[config.mk]
export PLATFORM = sky130hd
export DESIGN_NAME = ntt_sdf_ctrl
export DESIGN_NICKNAME = d
export VERILOG_FILES = /design/src/rtl/ntt_sdf_ctrl.sv
export SDC_FILE = /design/constraint.sdc
export NUM_CORES = 1
export LEC_CHECK = 0
export BUFFER_PORTS_ARGS = -buffer_cell sky130_fd_sc_hd__buf_2
export CAP_MARGIN = 20
export CORE_AREA = 3 3 48 50
export CTS_BUF_LIST = sky130_fd_sc_hd__clkbuf_4 sky130_fd_sc_hd__clkbuf_8
export DETAILED_ROUTE_END_ITERATION = 8
export DIE_AREA = 0 0 51 53
export PLACE_DENSITY = 0.72
export SLEW_MARGIN = 20
export SYNTH_ARGS = -nofsm -noshare
export SYNTH_HDL_FRONTEND = slang
export SYNTH_SLANG_ARGS = --single-unit
export TNS_END_PERCENT = 5
[constraint.sdc]
create_clock -name clk -period 2.5 [get_ports clk]
set_input_delay 0 -clock clk [delete_from_list [all_inputs] [get_ports clk]]
set_output_delay 0 -clock clk [all_outputs]
set_load 0.02 [all_outputs]
[src/rtl/ntt_sdf_ctrl.sv]
// Sequencer for one SDF NTT stage: counts coefficients and drives the delay line and butterfly controls.
// Latency: control strobes are combinational with the accepted sample; tw_idx/blk_cnt/pulses are registered.
// Backpressure: accepts every valid sample in FILL/BFLY; in_ready drops only while a flush drains the line.
module ntt_sdf_ctrl #(
  parameter int LEN   = 32,
  parameter int BLK_W = 8
) (
  input  logic                    clk,
  input  logic                    rst,
  input  logic                    in_valid,
  input  logic                    flush,
  output logic                    in_ready,
  output logic                    d_en,
  output logic                    bf_sel,
  output logic                    zero_in,
  output logic                    out_valid,
  output logic [$clog2(LEN)-1:0]  tw_idx,
  output logic [BLK_W-1:0]        blk_cnt,
  output logic                    blk_done,
  output logic                    flush_done
);

  localparam int CW = $clog2(LEN);
  localparam logic [CW-1:0] CNT_MAX = CW'(LEN - 1);

  localparam logic [1:0] ST_FILL  = 2'd0;
  localparam logic [1:0] ST_BFLY  = 2'd1;
  localparam logic [1:0] ST_FLUSH = 2'd2;

  logic [1:0]    state;
  logic [CW-1:0] cnt;
  logic          primed;
  logic          adv;
  logic          cnt_last;

  assign cnt_last = (cnt == CNT_MAX);
  assign tw_idx   = cnt;

  // Decode the per-cycle controls from registered state and the live in_valid.
  always_comb begin
    adv       = 1'b0;
    in_ready  = 1'b0;
    bf_sel    = 1'b0;
    zero_in   = 1'b0;
    out_valid = 1'b0;
    if (!rst) begin
      case (state)
        ST_FILL: begin
          adv       = in_valid;
          in_ready  = 1'b1;
          // Delay output is only meaningful once a previous block left lower results in it.
          out_valid = in_valid && primed;
        end
        ST_BFLY: begin
          adv       = in_valid;
          in_ready  = 1'b1;
          bf_sel    = 1'b1;
          out_valid = in_valid;
        end
        ST_FLUSH: begin
          adv       = 1'b1;
          zero_in   = 1'b1;
          out_valid = 1'b1;
        end
        default: begin
          adv = 1'b0;
        end
      endcase
    end
  end

  assign d_en = adv;

  // Advance the phase counter and state machine; pulses default low every cycle.
  always_ff @(posedge clk) begin
    if (rst) begin
      state      <= ST_FILL;
      cnt        <= '0;
      primed     <= 1'b0;
      blk_cnt    <= '0;
      blk_done   <= 1'b0;
      flush_done <= 1'b0;
    end else begin
      blk_done   <= 1'b0;
      flush_done <= 1'b0;
      case (state)
        ST_FILL: begin
          if (in_valid) begin
            if (cnt_last) begin
              cnt   <= '0;
              state <= ST_BFLY;
            end else begin
              cnt <= cnt + CW'(1);
            end
          end else if (flush && cnt == '0 && primed) begin
            // Only drain at a block boundary and only if there is something to drain.
            state <= ST_FLUSH;
          end
        end
        ST_BFLY: begin
          if (in_valid) begin
            if (cnt_last) begin
              cnt      <= '0;
              state    <= ST_FILL;
              primed   <= 1'b1;
              blk_cnt  <= blk_cnt + BLK_W'(1);
              blk_done <= 1'b1;
            end else begin
              cnt <= cnt + CW'(1);
            end
          end
        end
        ST_FLUSH: begin
          if (cnt_last) begin
            cnt        <= '0;
            state      <= ST_FILL;
            primed     <= 1'b0;
            flush_done <= 1'b1;
          end else begin
            cnt <= cnt + CW'(1);
          end
        end
        default: begin
          state <= ST_FILL;
          cnt   <= '0;
        end
      endcase
    end
  end

endmodule

-- Word level (Yosys, flattened, before mapping)
Index checks and enable logic that the tools add are counted.
- flip-flop bits (word level): 18
- input bits: 4
- output and inout port bits: 20
- word-level logic and storage cells: 56
- $add $sub $neg: 2
- equal/unequal tests: 9
- muxes and demuxes: 24
- bitwise operators: 3
- reductions and logical operators: 12
- operator list (kind ; count):
    2-to-1 mux 1 bit ; 12
    2-to-1 mux 2 bit ; 5
    2-to-1 mux 5 bit ; 2
    case mux 5 bit (2 select lines) ; 1
    adder 8 x 1 -> 8 bit, second input constant ; 1
    != test 2 bit, second input constant ; 3
    != test 3 bit, second input constant ; 2
    case mux 2 bit (3 select lines) ; 1
    AND reduction 3 bit ; 2
    adder 5 x 1 -> 5 bit, second input constant ; 1
    equality test 5 bit, second input constant ; 1
    logical NOT 5 bit ; 1
    case mux 1 bit (2 select lines) ; 2
    AND reduction 4 bit ; 1
    OR reduction 2 bit ; 2
    logical AND 1 bit ; 3
    inverter 1 bit ; 3
    case mux 1 bit (3 select lines) ; 1
    OR reduction 3 bit ; 1
    equality test 2 x 1 -> 1 bit, second input constant ; 1
    equality test 2 bit, second input constant ; 1
    logical NOT 2 bit ; 1
    != test 2 x 1 -> 1 bit, second input constant ; 1
    nonzero test 2 bit ; 1

-- Logic depth before layout (Yosys ltp)
- depth after elaboration: 6
- gate-level depth with buffers: 9
- gate-level depth less buffers: 7

-- Worst setup path before layout
No wires, ideal clock.
- kind: register to register
- from: register cnt[1] (netlist: tw_idx[1])
- to: register blk_cnt[4]
- setup time: 0.128 ns
- arrival time: 1.735 ns
- data required time: 2.372 ns
- setup slack: 0.638 ns
- cell stages (with the launch flop): 10
- path buffers: 2
- period minus slack after synthesis: 1.862 ns
- path through: dfxtp_1 -> ha_1 -> and3_2 -> ha_1 -> buf_4 -> and3_1 -> buf_2 -> nand4_1 -> xor2_1 -> nor2_1
- word-level cells in the longest chain between the ends: 2
- ends and longest elaborated chain (what ; line ; source):
    start: declaration ; 31 ; logic [CW-1:0] cnt;
    start signal: assignment ; 93 ; cnt <= cnt + CW'(1);
    start signal: assignment ; 109 ; cnt <= cnt + CW'(1);
    start signal: assignment ; 120 ; cnt <= cnt + CW'(1);
    equality test 5 bit ; 36 ; assign cnt_last = (cnt == CNT_MAX);
    named net cnt_last ; 34 ; logic cnt_last;
    AND reduction 3 bit (no source line) ; - ;
    end signal: assignment ; 106 ; blk_cnt <= blk_cnt + BLK_W'(1);
    end: declaration ; 18 ; output logic [BLK_W-1:0] blk_cnt,
The timed path passes the listed nets, and every way through them passes these cells.
A chain may end at the register's enable or synchronous reset.

-- Worst setup path in the final report
- from: register cnt[1] (netlist: tw_idx[1])
- to: register blk_cnt[3]
The elaborated chain is that of the path after synthesis.

==> impl_metrics.json <==
{
  "setup_tns_ns": 0,
  "place_congestion": 0.789,
  "drtIter0Drc": 13,
  "num_antenna_cells": 0,
  "p_clk_frac": 0.345,
  "post_drt_wl_per_cell_um": 11.8,
  "numCtsBuffers": 3,
  "netlist_top_cells_area": "dfxtp_1 39%, ha_1 11%, nor2_1 7.7%, a21oi_1 4.3%, nand4_1 3.4%",
  "cts_buffer_depth": 2,
  "grt_pass1_vias": 724,
  "crit_arrival_ns": 2.24,
  "drv_cap": 0,
  "total_leakage_power_nw": 0.512,
  "yosysMostFrequentCell": "nor2_1",
  "dp_slack_ns": 0.490,
  "rows": 16,
  "core_um2": 1940,
  "crit_start": "tw_idx[1]",
  "p_per_area_nw_per_um2": 454,
  "finalSetupViolations": 0,
  "slew_violations": 0,
  "grt_max_degree": 23,
  "yosysWarnings": 0,
  "setup.worst_path.start_class": "flip-flop",
  "hold_violations": 0,
  "hold_path_class": "input port to flip-flop",
  "multiInputGateArea_um2": 529,
  "syn-cell-area_um2": 932,
  "htree_levels": 1,
  "synth_flop_cell": "dfxtp_1",
  "synth-seq-cells": 18,
  "synth-seq-area-share": 0.387,
  "viasPerCell": 5.39,
  "r2r-start": "tw_idx[1]",
  "cp_max_fo": 10,
  "power.internal_uw": 390,
  "relSlewSlack": 0.692,
  "reg2reg_slack_ns": 0.48,
  "worst_hold_startpoint": "rst",
  "grt_overflow": 0,
  "cts_resized": 0,
  "dpl.hpwl_mm": 1.43,
  "synth_area_per_cell_um2": 8.40,
  "grt_usage": 0.157,
  "ant_nets": 0,
  "hold_path_depth": 2,
  "whs_endpoint": "tw_idx[1]",
  "seq_area_um2": 360,
  "p_sw_uw": 112,
  "clk_pin_slew_ns": 0.10,
  "setup_slack_ns": 0.479,
  "first_pass_iters": 5,
  "fillers": 198,
  "setup.worst_path.end_class": "flip-flop",
  "ir_drop_mv": 0.405,
  "syn_nets": 123,
  "p_seq_frac": 0.582,
  "pwr-share-comb": 0.073,
  "syn2layout_area_growth_pct": 18.8,
  "synth-edff-count": 0,
  "io_buffers": 23,
  "netlist_top_cells_count": "19 x nor2_1, 18 x dfxtp_1, 8 x a21oi_1, 8 x ha_1",
  "max_freq_mhz": 495,
  "dieHeight_um": 53,
  "status": "finished, final reports clean",
  "yosysUniqueCellTypes": 32,
  "critPathKind": "flip-flop to flip-flop",
  "antenna_found_initial": 0,
  "cts_tree": "built",
  "crit_required_ns": 2.72,
  "worstMarginPinSlew_ns": 0.461,
  "start_util": 0.480,
  "via_count": 873,
  "skew_ns": 0.00354,
  "grt_pass1_wl_mm": 3.19,
  "post-route-min-period_ns": 2.02,
  "post-route-period-util": 0.809,
  "synth_cells": 111,
  "reg2reg_depth": 6,
  "r2r-end": "blk_cnt[3]",
  "die_w_um": 51,
  "synth.top_cell.area_share": 0.387,
  "pin_count": 24,
  "async_flop_share": 0,
  "fin_nets": 148,
  "wl_mm": 1.91,
  "switching_share": 0.223,
  "clk_latency_ns": 0.29,
  "drive_gt1_frac": 0.215,
  "root_buffer": "clkbuf_4",
  "rsz0062_at_grt": "no",
  "cts_sinks": 18,
  "die-area_um2": 2700,
  "remaining_drc_errors": 0,
  "yosys.area.top_type": "dfxtp_1"
}
-- critical path, cell delays in order, from the launching register on --
cell	delay, ns
dfxtp_1	0.42
ha_1	0.22
and3_2	0.18
ha_1	0.33
nand3_1	0.24
or3_1	0.40
a21oi_1	0.16
-- power groups by stage --
stage	clock [mW]	sequential [mW]	combinational (mW)
2_1_floorplan	0	0.301	0.0209
3_3_place_gp	0	0.299	0.0352
3_5_place_dp	0	0.299	0.0356
4_1_cts	0.179	0.292	0.0369
5_1_grt	0.195	0.293	0.0405
6_report	0.174	0.292	0.0367
-- kinds of logic (layout without fill, tap and decap cells) --
family	after synthesis	after routing	share of synthesized area
adders and majority gates	8	8	0.107
buffers and inverters	10	34	0.0456
xor gates and xnor gates	6	6	0.0564
AOI/OAI and AO/OA	19	19	0.132
DFF	18	18	0.387
muxes	2	2	0.0215
and+or+nand+nor	48	48	0.251
-- layout make-up --
type / count / area share
clock buffers: 4 / 0.0328
well taps: 27 / 0.0305
inverters: 6 / 0.0203
multi-input cells: 83 / 0.478
flip-flops and latches: 18 / 0.325
repair buffers: 24 / 0.113
-- how the worst max path moves through the flow --
| stage | endpoint | slack [ns] | cells after the start |
|---|---|---|---|
| 2_1_floorplan | blk_cnt[4] | 0.64 | 9 |
| 3_3_place_gp | blk_cnt[7] | 0.57 | 7 |
| 3_5_place_dp | blk_cnt[3] | 0.49 | 6 |
| 4_1_cts | blk_cnt[3] | 0.47 | 6 |
| 5_1_grt | blk_cnt[7] | 0.29 | 7 |
| 6_report | blk_cnt[3] | 0.48 | 6 |
-- registers in the layout (all words and copies together), names as in the netlist --
signal	flops
blk_cnt	8
tw_idx	5
state	2
blk_done	1
flush_done	1
primed	1
-- metal layers --
metal  up-vias  part of all wire  global-route usage
li1        438                 -                   -
met4         0             0.018              0.0673
met3         4             0.055              0.0507
met2        31              0.45               0.262
met1       400              0.47               0.185
met5         -                 0                   0
-- timing repair --
| item | 4_1_cts | 5_1_grt |
|---|---|---|
| setup buffers | 0 | 0 |
| endpoints found under the hold margin | 1 | 0 |
| hold buffers | 1 | 0 |
-- cell usage in the layout, fill, tap and decap left out, types with 2 or more instances in the layout --
cell type  count
a21oi_1        8
and3_1         2
buf_2         23
clkbuf_4       3
dfxtp_1       18
ha_1           8
inv_1          6
mux2i_1        2
nand2_1        6
nand3_1        3
nand4_1        5
nor2_1        19
nor3_1         5
o21ai_0        4
xnor2_1        3
xor2_1         3
-- metrics by stage --
stage          hold WS [ns]   util  std cells  total power [mW]  area [um^2]
3_3_place_gp          0.319  0.546        157             0.334         1060
4_1_cts               0.103  0.570        162             0.509         1110
2_1_floorplan        0.0826      -        111             0.322          932
3_5_place_dp          0.316  0.546        157             0.334         1060
5_1_grt               0.123  0.570        162             0.528         1110
6_report              0.105  0.570        162             0.503         1110
No activity file was read; power rests on OpenSTA's default activity.
